==> config.mk <==
export PLATFORM = sky130hd
export DESIGN_NAME = recorder_writer
export DESIGN_NICKNAME = d
export VERILOG_FILES = /design/src/rtl/recorder_pkg.sv /design/src/rtl/sample_packer.sv /design/src/rtl/recorder_writer.sv
export SDC_FILE = /design/constraint.sdc
export NUM_CORES = 1
export LEC_CHECK = 0
export BUFFER_PORTS_ARGS = -buffer_cell sky130_fd_sc_hd__buf_4
export CAP_MARGIN = 20
export CORE_MARGIN = 2
export CORE_UTILIZATION = 40
export DETAILED_ROUTE_END_ITERATION = 10
export GPL_TIMING_DRIVEN = 0
export PLACE_DENSITY = 0.62
export SYNTH_ARGS = -nofsm -noshare
export SYNTH_HDL_FRONTEND = slang
export SYNTH_SLANG_ARGS = --single-unit
==> constraint.sdc <==
create_clock -name clk -period 3.65 [get_ports clk]
set_clock_uncertainty 0.05 [all_clocks]
set_input_delay 0 -clock clk [delete_from_list [all_inputs] [get_ports clk]]
set_output_delay 0 -clock clk [all_outputs]
set_load 0.01 [all_outputs]
==> src/rtl/recorder_pkg.sv <==
// Shared types and constants for the recording writer.
//   WORD_W      : BRAM word width (64 bits)
//   ADDR_W_DEF  : default BRAM word-address width
//   BUF_W_DEF   : default buffer-index width
//   state_t     : writer FSM states
//   mode_t      : sample packing mode
package recorder_pkg;
   localparam int WORD_W     = 64;
   localparam int ADDR_W_DEF = 12;
   localparam int BUF_W_DEF  = 6;

   typedef enum logic [1:0] {
      IDLE  = 2'd0,
      RUN   = 2'd1,
      FLUSH = 2'd2
   } state_t;

   typedef enum logic {
      MODE_16 = 1'b0,
      MODE_8  = 1'b1
   } mode_t;
endpackage

==> src/rtl/sample_packer.sv <==
// Packs complex IQ samples into 64-bit words.
// Optional feature macro: RECORDER_8BIT_EN (adds 4-sample 8-bit packing).
// Ports:
//   clk, rst           clock, asynchronous active-low reset
//   clear              drop any partially assembled word
//   in_valid           sample strobe (already qualified by the writer FSM)
//   in_re, in_im       signed sample components
//   mode8              1 = 8-bit packing (only with RECORDER_8BIT_EN)
//   word_vld, word     a complete word is presented this cycle
//   pad_word           partially assembled word, upper lanes zero
//   partial            at least one sample is held in pad_word
module sample_packer
   import recorder_pkg::*;
(
   input  logic                clk,
   input  logic                rst,
   input  logic                clear,
   input  logic                in_valid,
   input  logic signed [15:0]  in_re,
   input  logic signed [15:0]  in_im,
`ifdef RECORDER_8BIT_EN
   input  logic                mode8,
`endif
   output logic                word_vld,
   output logic [WORD_W-1:0]   word,
   output logic [WORD_W-1:0]   pad_word,
   output logic                partial
);

   logic [1:0]        lane;
   logic [1:0]        last_lane;
   logic [WORD_W-1:0] acc;
   logic [WORD_W-1:0] ins;

   // Lanes above the current one are always zero in acc, so OR-ing the new
   // sample in assembles the word and the same register doubles as padding.
   always_comb begin
      last_lane = 2'd1;
      ins       = {32'b0, in_im, in_re} << {lane[0], 5'b0};
`ifdef RECORDER_8BIT_EN
      if (mode8) begin
         last_lane = 2'd3;
         ins       = {48'b0, in_im[15:8], in_re[15:8]} << {lane, 4'b0};
      end
`endif
   end

   assign word     = acc | ins;
   assign word_vld = in_valid && (lane == last_lane);
   assign pad_word = acc;
   assign partial  = (lane != 2'd0);

   always_ff @(posedge clk or negedge rst) begin
      if (!rst) begin
         lane <= 2'd0;
         acc  <= '0;
      end else if (clear) begin
         lane <= 2'd0;
         acc  <= '0;
      end else if (in_valid) begin
         if (lane == last_lane) begin
            lane <= 2'd0;
            acc  <= '0;
         end else begin
            lane <= lane + 2'd1;
            acc  <= word;
         end
      end
   end

endmodule

==> src/rtl/recorder_writer.sv <==
// Recording writer: packs IQ samples into 64-bit words and writes them into a
// ring of equal-size BRAM buffers, announcing each completed buffer and
// refusing to overwrite buffers not yet freed by the DMA stage.
// Optional feature macro: RECORDER_8BIT_EN (8-bit packing selected by mode).
// Ports:
//   clk, rst                 clock, asynchronous active-low reset
//   start, stop              arm recording at word 0 / end with a flush
//   mode                     0 = 16-bit, 1 = 8-bit samples (latched on start)
//   in_valid, in_re, in_im   sample stream, no backpressure
//   rd_buffer                oldest buffer not yet freed by the DMA
//   waddr, wdata, wren       BRAM write port (registered)
//   buffer_done, buffer_idx,
//   buffer_words             completed-buffer announcement
//   busy, overflow           status; overflow is sticky until start
module recorder_writer
   import recorder_pkg::*;
#(
   parameter int ADDR_W = ADDR_W_DEF,
   parameter int BUF_W  = BUF_W_DEF
) (
   input  logic                  clk,
   input  logic                  rst,
   input  logic                  start,
   input  logic                  stop,
   input  logic                  mode,
   input  logic                  in_valid,
   input  logic signed [15:0]    in_re,
   input  logic signed [15:0]    in_im,
   input  logic [BUF_W-1:0]      rd_buffer,
   output logic [ADDR_W-1:0]     waddr,
   output logic [WORD_W-1:0]     wdata,
   output logic                  wren,
   output logic                  buffer_done,
   output logic [BUF_W-1:0]      buffer_idx,
   output logic [ADDR_W-BUF_W:0] buffer_words,
   output logic                  busy,
   output logic                  overflow
);

   localparam int OFF_W = ADDR_W - BUF_W;
   localparam logic [OFF_W:0]    CNT_ONE  = {{OFF_W{1'b0}}, 1'b1};
   localparam logic [ADDR_W-1:0] ADDR_ONE = {{(ADDR_W-1){1'b0}}, 1'b1};

   state_t            state, state_nxt;
   logic [ADDR_W-1:0] ptr;
   logic              any_done;
   logic              fl2;
   logic              close_q;

   logic              smp_vld;
   logic              pk_clear;
   logic              pk_vld;
   logic              pk_partial;
   logic [WORD_W-1:0] pk_word;
   logic [WORD_W-1:0] pk_pad;

   logic              wr_req;
   logic [WORD_W-1:0] wr_word;
   logic              wr_close;
   logic              full_hit;
   logic              flush_empty_done;

`ifdef RECORDER_8BIT_EN
   mode_t mode_q;
`else
   logic  unused_mode;
   assign unused_mode = mode;
`endif

   assign smp_vld  = in_valid && (state == RUN) && !start;
   // FLUSH consumes whatever partial word exists, so the packer is emptied.
   assign pk_clear = start || (state == FLUSH);

   sample_packer u_packer (
      .clk      (clk),
      .rst      (rst),
      .clear    (pk_clear),
      .in_valid (smp_vld),
      .in_re    (in_re),
      .in_im    (in_im),
`ifdef RECORDER_8BIT_EN
      .mode8    (mode_q == MODE_8),
`endif
      .word_vld (pk_vld),
      .word     (pk_word),
      .pad_word (pk_pad),
      .partial  (pk_partial)
   );

   // A write closes its buffer when it lands on the last offset, or when it is
   // the padded word written by FLUSH.
   always_comb begin
      wr_req  = 1'b0;
      wr_word = pk_word;
      if (!start) begin
         if (state == RUN && pk_vld) begin
            wr_req = 1'b1;
         end else if (state == FLUSH && !fl2 && pk_partial) begin
            wr_req  = 1'b1;
            wr_word = pk_pad;
         end
      end
   end

   assign wr_close = (ptr[OFF_W-1:0] == {OFF_W{1'b1}}) || (state == FLUSH);
   assign full_hit = wr_req && (ptr[OFF_W-1:0] == '0) &&
                     (ptr[ADDR_W-1 -: BUF_W] == rd_buffer) && any_done;
   // Flush with no partial word but a partly filled buffer: announce it directly.
   assign flush_empty_done = (state == FLUSH) && !fl2 && !pk_partial &&
                             (ptr[OFF_W-1:0] != '0) && !start;

   always_comb begin
      state_nxt = state;
      case (state)
         IDLE:  if (start) state_nxt = RUN;
         RUN: begin
            if (start)         state_nxt = RUN;
            else if (full_hit) state_nxt = IDLE;
            else if (stop)     state_nxt = FLUSH;
         end
         FLUSH: begin
            if (start)                  state_nxt = RUN;
            else if (full_hit)          state_nxt = IDLE;
            else if (!fl2 && pk_partial) state_nxt = FLUSH;
            else                        state_nxt = IDLE;
         end
         default: state_nxt = IDLE;
      endcase
   end

   assign busy = (state != IDLE);

   always_ff @(posedge clk or negedge rst) begin
      if (!rst) begin
         state        <= IDLE;
         ptr          <= '0;
         any_done     <= 1'b0;
         fl2          <= 1'b0;
         close_q      <= 1'b0;
         waddr        <= '0;
         wdata        <= '0;
         wren         <= 1'b0;
         buffer_done  <= 1'b0;
         buffer_idx   <= '0;
         buffer_words <= '0;
         overflow     <= 1'b0;
`ifdef RECORDER_8BIT_EN
         mode_q       <= MODE_16;
`endif
      end else begin
         state       <= state_nxt;
         fl2         <= (state == FLUSH) && (state_nxt == FLUSH);
         wren        <= 1'b0;
         close_q     <= 1'b0;
         buffer_done <= 1'b0;

         if (start) begin
            ptr      <= '0;
            any_done <= 1'b0;
            overflow <= 1'b0;
`ifdef RECORDER_8BIT_EN
            mode_q   <= mode_t'(mode);
`endif
         end else if (wr_req) begin
            if (full_hit) begin
               overflow <= 1'b1;
            end else begin
               wren    <= 1'b1;
               waddr   <= ptr;
               wdata   <= wr_word;
               close_q <= wr_close;
               ptr     <= ptr + ADDR_ONE;
               if (wr_close) any_done <= 1'b1;
            end
         end

         // Announce one cycle after the closing write so the data is in BRAM.
         if (!start && wren && close_q) begin
            buffer_done  <= 1'b1;
            buffer_idx   <= waddr[ADDR_W-1 -: BUF_W];
            buffer_words <= {1'b0, waddr[OFF_W-1:0]} + CNT_ONE;
         end else if (flush_empty_done) begin
            buffer_done  <= 1'b1;
            buffer_idx   <= ptr[ADDR_W-1 -: BUF_W];
            buffer_words <= {1'b0, ptr[OFF_W-1:0]};
         end
      end
   end

endmodule

==> qor.txt, run 1 <==
Initial antenna violation count -> 0
CTS tree -> done
Sequential area share after synthesis -> 0.603
# resized after CTS -> 0
Worst ir drop on vdd -> 365 uV
DR DRC count -> 0
Gr usage total -> 0.213
Diode count -> 0
Clk root buf -> clkbuf_16
Final hold vios -> 0
Max-cap violations -> 0
Reg2Reg Setup Slack -> 1.14 ns
Combinational Power Share -> 0.245
Internal power -> 0.00397 W
Clk buf depth -> 2
PortBufs -> 134
FP Rows -> 49
Max Fclk -> 398 MHz
Relative slew slack -> 0.236
Sw frac -> 0.306
Synth Net Count -> 690
RSZ-0062 raised after global routing -> false
TritonCTS Buffers -> 17
Outcome -> complete, no violations
Starting Density -> 0.406
CP arrival -> 2.81 ns
Switching power total -> 0.00175 W
CP max FO -> 8
Crit end category -> flip-flop
Mapped cell area -> 0.00726 sq mm
Remaining antenna violation count -> 0
CTS Hold Buffers Added -> 36
Worst Path Required -> 3.95 ns
Yosys warning total -> 0
Worst-Margin Slew -> 1.13 ns
Leakage -> 4.44 nW
Seq pwr share -> 0.450
Die X -> 139 um
Yosys reg bits -> 175
HPWL Detailed -> 13700 um
Area grow syn2layout -> 30.9%
Final nets -> 880
Largest net degree at the start of global routing -> 96
Vias per inst -> 5.68
WL final -> 20200 um
IO Pins -> 137
Reg clk slew, reported paths -> 0.06 ns
Post-Synthesis Cells -> 643
Vias in the first global route -> 6029
Drt pass-1 iters -> 5
Setup TNS -> 0 ns
Initial DRC count -> 425
Count of cell types in the netlist -> 45
Drt wl/cell -> 18.8 um
Core ar. -> 0.0179 sq mm
Share of post-route cells with drive strength above 1 -> 0.241
Fin. max-slew vios -> 0
Clock share of power -> 0.305
# setup viols final -> 0
Post-route minimum period -> 2.51 ns
Overflow left after global routing -> 0
Worst-skew pair later-pin latency -> 0.43 ns
Routability cong. -> 0.794
Worst setup SP type -> flip-flop
Fillers -> 1609
Pre-CTS WS -> 1.20 ns
Avg Cell Area, Syn -> 11.3 sq um
Vias -> 6105
Final WS setup -> 1.14 ns
First-pass GRT wire length -> 32600 um
DIE HEIGHT -> 139 um
Period utilization -> 0.688
Hold Path Class -> in -> reg
Sinks on Clock Net -> 175
# H-tree levels -> 4
Post-CTS setup buffers -> 0
Worst setup path category -> reg -> reg
Die ar. -> 0.0192 sq mm
Pwr Density -> 602 mW/mm^2
[registers in the layout, indices dropped and copies added, names as in the netlist]
register / flops
any_done: 1
buffer_done: 1
buffer_idx: 6
buffer_words: 7
close_q: 1
fl2: 1
overflow: 1
ptr: 12
state: 2
u_packer.lane: 2
u_packer.pad_word: 64
waddr: 12
wdata: 64
wren: 1
[critical path, stage by stage (launching register included)]
cell and delay, ns:
dfrtp_1 0.47, nor4_1 0.33, nand2_1 0.16, o41ai_1 1.03, o21ai_0 0.21, a21oi_1 0.18
[routing by layer]
metal	track usage	share of wire	wire, um	vias up
met3	0.0497	0.071	1450	26
met5	0	0	0	-
met4	0.0649	0.016	314	0
met2	0.324	0.46	9380	255
li1	-	-	-	2747
met1	0.306	0.45	9100	3077
[synthesized netlist by cell type, drive strengths merged]
cell type	count	area share
a221oi	4	0.0048
nand2	22	0.012
buf	20	0.019
inv	7	0.0036
or2	1	0.00086
nor2b	2	0.0017
nor3b	2	0.0021
or3b	1	0.0016
clkbuf	30	0.016
nand3b	2	0.0021
nand4	5	0.0043
nor4b	1	0.0033
and2	1	0.00086
o41ai	1	0.0012
and4	1	0.0012
mux2	12	0.019
xor2	9	0.011
or3	3	0.0026
ha	3	0.0052
a21oi	200	0.14
nor3	2	0.0021
nand2b	5	0.0043
a32o	1	0.0014
mux2i	9	0.012
o32ai	1	0.0038
o41a	1	0.0016
nand3	10	0.0069
and3	3	0.0026
a31oi	1	0.00086
a22o	65	0.078
o21ai	12	0.0088
dfrtp	175	0.60
o31ai	1	0.0010
o211ai	1	0.0010
xnor2	9	0.011
nor4	2	0.0017
o2111a	1	0.0016
nor2	17	0.0088
[placed cells by master (no fill, tap or decap), types with 4 or more instances in the layout]
| master | instances |
|---|---|
| a221oi_1 | 4 |
| inv_1 | 6 |
| a22o_1 | 65 |
| xor2_1 | 9 |
| buf_6 | 5 |
| nand2_1 | 21 |
| mux2_2 | 12 |
| nor2_1 | 17 |
| nand2b_1 | 5 |
| buf_2 | 13 |
| clkbuf_1 | 32 |
| nand3_1 | 10 |
| nand4_1 | 5 |
| clkbuf_16 | 17 |
| xnor2_1 | 9 |
| dfrtp_1 | 175 |
| a21oi_1 | 200 |
| o21ai_0 | 10 |
| buf_4 | 135 |
| dlygate4sd3_1 | 36 |
| mux2i_1 | 9 |
[power groups by stage]
stage | Combinational, W | Sequential [W] | Clock (W)
floorplan | 0.000440 | 0.00270 | 0
global placement | 0.00135 | 0.00259 | 0
detailed placement | 0.00138 | 0.00259 | 0
CTS | 0.00142 | 0.00257 | 0.00176
global route | 0.00153 | 0.00262 | 0.00186
finish | 0.00140 | 0.00257 | 0.00174
[worst paths after layout]
kind	startpoint	end	cells after the start
worst max-delay path	ptr[2]	ptr[2]	5
worst min-delay path	rd_buffer[0]	fl2	5
worst max register to register	ptr[2]	ptr[2]	5
worst min register to register	u_packer.pad_word[47]	u_packer.pad_word[47]	1
max in group asynchronous	rst	u_packer.lane[1]	3
min in group asynchronous	rst	buffer_idx[3]	2
[metrics by stage]
| stage | instance area, sq um | util | instances | power, W | hold slack [ns] |
|---|---|---|---|---|---|
| CTS | 9500 | 0.531 | 1074 | 0.00575 | 0.0270 |
| global placement | 8550 | 0.478 | 1006 | 0.00394 | 0.198 |
| global route | 9500 | 0.531 | 1074 | 0.00600 | 0.0838 |
| floorplan | 7260 | - | 643 | 0.00314 | -0.346 |
| detailed placement | 8590 | 0.480 | 1007 | 0.00398 | 0.0277 |
| finish | 9500 | 0.531 | 1074 | 0.00572 | 0.0248 |
[kinds of logic after synthesis]
group	after synthesis	share of synthesized area
adders and majority gates	3	0.00517
xor gates and xnor gates	18	0.0217
buffers and inverters	57	0.0379
muxes	21	0.0310
and+or+nand+nor	80	0.0586
DFF	175	0.603
AOI/OAI and AO/OA	289	0.242
[layout make-up]
class                   instances  area (sq um)  share of cell area
plain buffers                  50           249              0.0262
clock buffers                  20           447              0.0470
clock inverters                11           108              0.0113
inverters                       7          26.3             0.00277
multi-input cells             411          2610               0.274
flip-flops and latches        175          4380               0.461
well taps                     229           287              0.0302
repair buffers                171          1400               0.147
Power figures use the tool's default switching activity.
==> run 2, diff against run 1 <==
--- a/config.mk
+++ b/config.mk
@@ -11,7 +11,7 @@
 export CORE_UTILIZATION = 40
 export DETAILED_ROUTE_END_ITERATION = 10
 export GPL_TIMING_DRIVEN = 0
-export PLACE_DENSITY = 0.62
+export PLACE_DENSITY = 0.64
 export SYNTH_ARGS = -nofsm -noshare
 export SYNTH_HDL_FRONTEND = slang
 export SYNTH_SLANG_ARGS = --single-unit
==> constraint.sdc (replaced) <==
create_clock -name clk -period 2.2 [get_ports clk]
set_clock_uncertainty 0.05 [all_clocks]
set_input_delay 0 -clock clk [delete_from_list [all_inputs] [get_ports clk]]
set_output_delay 0 -clock clk [all_outputs]
set_load 0.01 [all_outputs]
==> run 2 against run 1 <==
Against the previous run:
- power is 71% higher
- critical path depth is 1 higher
- routed wire length is 0.42% lower
- fmax is 20% higher
- sequential share of layout area is 0.98 points lower
- die area stayed put
- cell area is 2.3% higher
- clock-buffer cell count stayed put
- worst hold slack worse by 0.0089 ns
- global-route usage is 0.50 points lower
- first-iteration DRC count is 7.3% higher
==> qor.txt, run 2 (synthesized netlist as in run 1, its figures left out) <==
PortBufs -> 134
Largest net degree at the start of global routing -> 126
Period utilization -> 0.951
Post-route minimum period -> 2.09 ns
Drt wl/cell -> 18.7 um
FF-to-FF Start -> u_packer.lane[0]
Fillers -> 1568
Core ar. -> 0.0179 sq mm
Final design utilization -> 0.543
Worst setup path category -> reg -> reg
Area after DPL -> 0.00859 sq mm
FP Rows -> 49
Final hold vios -> 0
Initial antenna violation count -> 0
Relative slew slack -> 0.580
Footprint of the multi-input gates -> 0.00269 sq mm
Fin. max-slew vios -> 0
Sinks on Clock Net -> 175
WL final -> 20200 um
Internal power -> 0.00687 W
Reg clk slew, reported paths -> 0.07 ns
Worst r2r path cells -> 6
Leakage -> 4.57 nW
R2R Path End -> u_packer.pad_word[36]
Clk root buf -> clkbuf_16
CP max FO -> 10
Hold slack -> 0.0159 ns
Combinational Power Share -> 0.242
Clock share of power -> 0.323
Vias in the first global route -> 6072
IO Pins -> 137
Die ar. -> 0.0192 sq mm
Final nets -> 882
DIE HEIGHT -> 139 um
Worst-skew pair later-pin latency -> 0.43 ns
Initial DRC count -> 456
Overflow left after global routing -> 0
Starting Density -> 0.406
Area grow syn2layout -> 34.0%
Worst-Margin Slew -> 0.631 ns
Seq pwr share -> 0.435
CTS tree -> done
Final WS setup -> 0.108 ns
Most common library cell in the layout ignoring fill and taps -> a21oi_1
Routability cong. -> 0.829
Clk buf depth -> 2
HPWL Detailed -> 13500 um
FF+latch area -> 0.00439 sq mm
# setup viols final -> 0
# H-tree levels -> 4
Max-cap violations -> 0
Share of post-route cells with drive strength above 1 -> 0.292
Worst Path Required -> 2.52 ns
Worst setup SP type -> flip-flop
First-pass GRT wire length -> 32100 um
Drt pass-1 iters -> 4
CP arrival -> 2.41 ns
Vias -> 6055
Max Fclk -> 478 MHz
TritonCTS Buffers -> 17
Final instance area -> 0.00972 sq mm
Worst ir drop on vdd -> 735 uV
Switching power total -> 0.00293 W
DR DRC count -> 0
Pre-CTS WS -> -0.188 ns
Hold Path Class -> in -> async
Remaining antenna violation count -> 0
Crit end category -> flip-flop
Sw frac -> 0.299
Most frequent cells in the layout -> a21oi_1 (200), dfrtp_1 (169), buf_4 (140)
Gr usage total -> 0.208
Outcome -> complete, no violations
Reg2Reg Setup Slack -> 0.11 ns
Die X -> 139 um
Diode count -> 0
Vias per inst -> 5.63
Pwr Density -> 1010 mW/mm^2
[run 2: cell count changes in the layout (fill, tap and decap cells not counted), moves of 3 or more]
cell      previous run  this run
clkbuf_1            32         9
clkbuf_2             0        13
clkbuf_4             0         7
dfrtp_1            175       169
dfrtp_2              0         6
buf_4              135       140
clkinv_4             3         0
xnor2_1              9         6
xnor2_2              0         3
[run 2: cell type report]
class	instances	area share
clock buffer	20	0.0470
sequential	175	0.451
timing repair buffer	174	0.146
tap	229	0.0295
inverter	7	0.00270
buffer	49	0.0309
multi-input combinational	411	0.277
clock inverter	11	0.0160
[run 2: power by group through the flow]
stage | sequential, W | combinational (W) | clock (W)
floorplan | 0.00447 | 0.000730 | 0
global placement | 0.00429 | 0.00224 | 0
detailed placement | 0.00429 | 0.00230 | 0
CTS | 0.00425 | 0.00238 | 0.00319
global route | 0.00432 | 0.00257 | 0.00332
finish | 0.00426 | 0.00237 | 0.00316
[run 2: how the worst max path moves through the flow]
| stage | end | depth (start not counted) | startpoint |
|---|---|---|---|
| detailed placement | buffer_words[3] | 7 | u_packer.lane[0] |
| CTS | waddr[7] | 6 | ptr[2] |
| global placement | wdata[3] | 8 | u_packer.lane[0] |
| finish | u_packer.pad_word[36] | 6 | u_packer.lane[0] |
| global route | state[1] | 6 | ptr[2] |
| floorplan | waddr[10] | 6 | ptr[2] |
[run 2: critical path, cell delays in order, from the launching register on]
cell      delay (ns)
dfrtp_1         0.35
buf_2           0.17
nand3b_1        0.20
nor2_1          0.10
nor3_4          0.46
clkbuf_1        0.46
a22o_1          0.23
[run 2: stage by stage]
stage               instances  setup TNS (ns)  power [W]
CTS                      1075               0    0.00982
floorplan                 643               0    0.00520
detailed placement       1007          -11.57    0.00659
global route             1076        -0.00322     0.0102
finish                   1076               0    0.00979
global placement         1006           -9.78    0.00653
[run 2: metal layers]
metal / vias up / routed length, um / global-route usage
met5: - / 0 / 0
met1: 3081 / 9170 / 0.290
met4: 0 / 281 / 0.0744
li1: 2743 / - / -
met3: 25 / 1180 / 0.0397
met2: 206 / 9530 / 0.327
[run 2: repair_timing]
item / 4_1_cts / 5_1_grt
hold buffers: 36 / 0
pin swaps: 1 / 2
setup endpoints to repair: 145 / 120
gates resized for setup: 32 / 30
hold endpoints to repair: 310 / 0
setup buffers: 2 / 1
==> run 3, diff against run 2 <==
==> constraint.sdc (replaced) <==
create_clock -name clk -period 2.2 [get_ports clk]
set_clock_uncertainty 0.05 [all_clocks]
set_input_delay 0.44 -clock clk [delete_from_list [all_inputs] [get_ports clk]]
set_output_delay 0.44 -clock clk [all_outputs]
set_load 0.01 [all_outputs]
==> run 3 against run 2 <==
Against the previous run:
- cell count decreased by 3.3%
- routed wire length decreased by 2.1%
- largest power group unchanged
- flip-flop and latch count unchanged
- critical path type unchanged
- critical path depth increased by 1
- sequential share of layout area increased by 1.7 points
- clock-buffer cell count unchanged
- worst hold slack improved by 0.19 ns
- fmax decreased by 0.22%
- clock power about the same
- setup slack got worse by 0.0046 ns
- power decreased by 0.69%
- die area unchanged
==> qor.txt, run 3 (synthesized netlist as in run 1, its figures left out) <==
Pwr Density -> 1040 mW/mm^2
Sw frac -> 0.298
CP max FO -> 10
IO Pins -> 137
Placed instance count -> 1007
FF+latch area -> 0.00439 sq mm
Vias -> 5906
DIE HEIGHT -> 139 um
Internal power -> 0.00683 W
# setup viols final -> 0
Worst-skew pair later-pin latency -> 0.43 ns
DR DRC count -> 0
Relative slew slack -> 0.574
PortBufs -> 134
Worst-Margin Slew -> 0.638 ns
Footprint of the multi-input gates -> 0.00269 sq mm
Overflow left after global routing -> 0
Period utilization -> 0.953
Core ar. -> 0.0179 sq mm
Final nets -> 847
Drt wl/cell -> 19.0 um
Initial antenna violation count -> 0
Fillers -> 1607
Initial DRC count -> 414
Post-Layout Cell Count -> 1041
CP arrival -> 2.36 ns
Die ar. -> 0.0192 sq mm
Most frequent cells in the layout -> a21oi_1 (200), dfrtp_1 (169), buf_4 (140)
Sinks on Clock Net -> 175
Outcome -> complete, no violations
FP Rows -> 49
Max-cap violations -> 0
WL final -> 19700 um
Routability cong. -> 0.829
Final hold vios -> 0
Share of post-route cells with drive strength above 1 -> 0.304
Combinational Power Share -> 0.237
HPWL Detailed -> 13500 um
Area grow syn2layout -> 29.1%
Final instance area -> 0.00937 sq mm
Worst setup path category -> reg -> reg
Starting Density -> 0.406
Post-route minimum period -> 2.10 ns
Area after DPL -> 0.00859 sq mm
Clk root buf -> clkbuf_16
Total Power -> 0.00973 W
Vias per inst -> 5.67
Seq pwr share -> 0.437
Crit end category -> flip-flop
Clk buf depth -> 2
Switching power total -> 0.00290 W
Vias in the first global route -> 5901
Fin. max-slew vios -> 0
TritonCTS Buffers -> 17
Final design utilization -> 0.524
Reg clk slew, reported paths -> 0.07 ns
Most common library cell in the layout ignoring fill and taps -> a21oi_1
Gr usage total -> 0.205
Largest net degree at the start of global routing -> 126
Worst setup SP type -> flip-flop
Drt pass-1 iters -> 5
CTS tree -> done
# H-tree levels -> 4
Worst Path Required -> 2.47 ns
First-pass GRT wire length -> 31500 um
Max Fclk -> 477 MHz
Die X -> 139 um
Diode count -> 0
Hold Path Class -> in -> reg
Worst ir drop on vdd -> 732 uV
Clock share of power -> 0.325
Remaining antenna violation count -> 0
Leakage -> 4.42 nW
Hold slack -> 0.203 ns
[run 3: cell type report]
cell class / count / area share
clock buffers: 20 / 0.0487
repair buffers: 139 / 0.115
well taps: 229 / 0.0306
multi-input cells: 411 / 0.287
flip-flops and latches: 175 / 0.468
inverters: 7 / 0.00280
plain buffers: 49 / 0.0320
clock inverters: 11 / 0.0166
[run 3: worst paths after layout]
kind / slack, ns / cells after the start / start / endpoint
worst max-delay path: 0.10 / 7 / ptr[2] / wdata[10]
worst min register to register: 0.45 / 2 / waddr[9] / buffer_idx[3]
min in group asynchronous: 0.45 / 2 / rst / waddr[7]
max in group asynchronous: 0.70 / 3 / rst / wdata[56]
worst min-delay path: 0.20 / 2 / in_re[5] / u_packer.pad_word[5]
worst max register to register: 0.10 / 7 / ptr[2] / wdata[10]
[run 3: critical path: stages, from the launching register on]
cell and delay (ns):
dfrtp_2 0.47, nor4_2 0.29, nand2_1 0.12, o41a_1 0.38
buf_4 0.21, clkbuf_4 0.21, a21oi_1 0.18, a21oi_1 0.07
[run 3: through the flow]
step | TNS [ns] | setup WS, ns
3_3_place_gp | -72.87 | -0.349
6_report | 0 | 0.104
4_1_cts | 0 | 0.000693
2_1_floorplan | 0 | 0.145
3_5_place_dp | -16.56 | -0.188
5_1_grt | -0.00322 | -0.00322
[run 3: timing repair]
item | in CTS | in global routing
pin swaps | 1 | 2
gates cloned | 0 | 0
gates resized for setup | 32 | 30
setup endpoints to repair | 145 | 117
hold endpoints to repair | 50 | 0
setup buffers | 2 | 1
hold buffers | 1 | 0
[run 3: power by group through the flow]
stage	Clock [W]	Combinational (W)	Sequential, W
2_1_floorplan	0	0.000730	0.00447
4_1_cts	0.00319	0.00233	0.00425
3_3_place_gp	0	0.00224	0.00429
6_report	0.00316	0.00231	0.00425
5_1_grt	0.00332	0.00251	0.00431
3_5_place_dp	0	0.00230	0.00429
[run 3: metal layers]
metal	up-vias	track usage	wire, um
li1	2675	-	-
met1	3006	0.287	8770
met2	200	0.317	9370
met3	25	0.0428	1260
met4	0	0.0781	345
met5	-	0	0
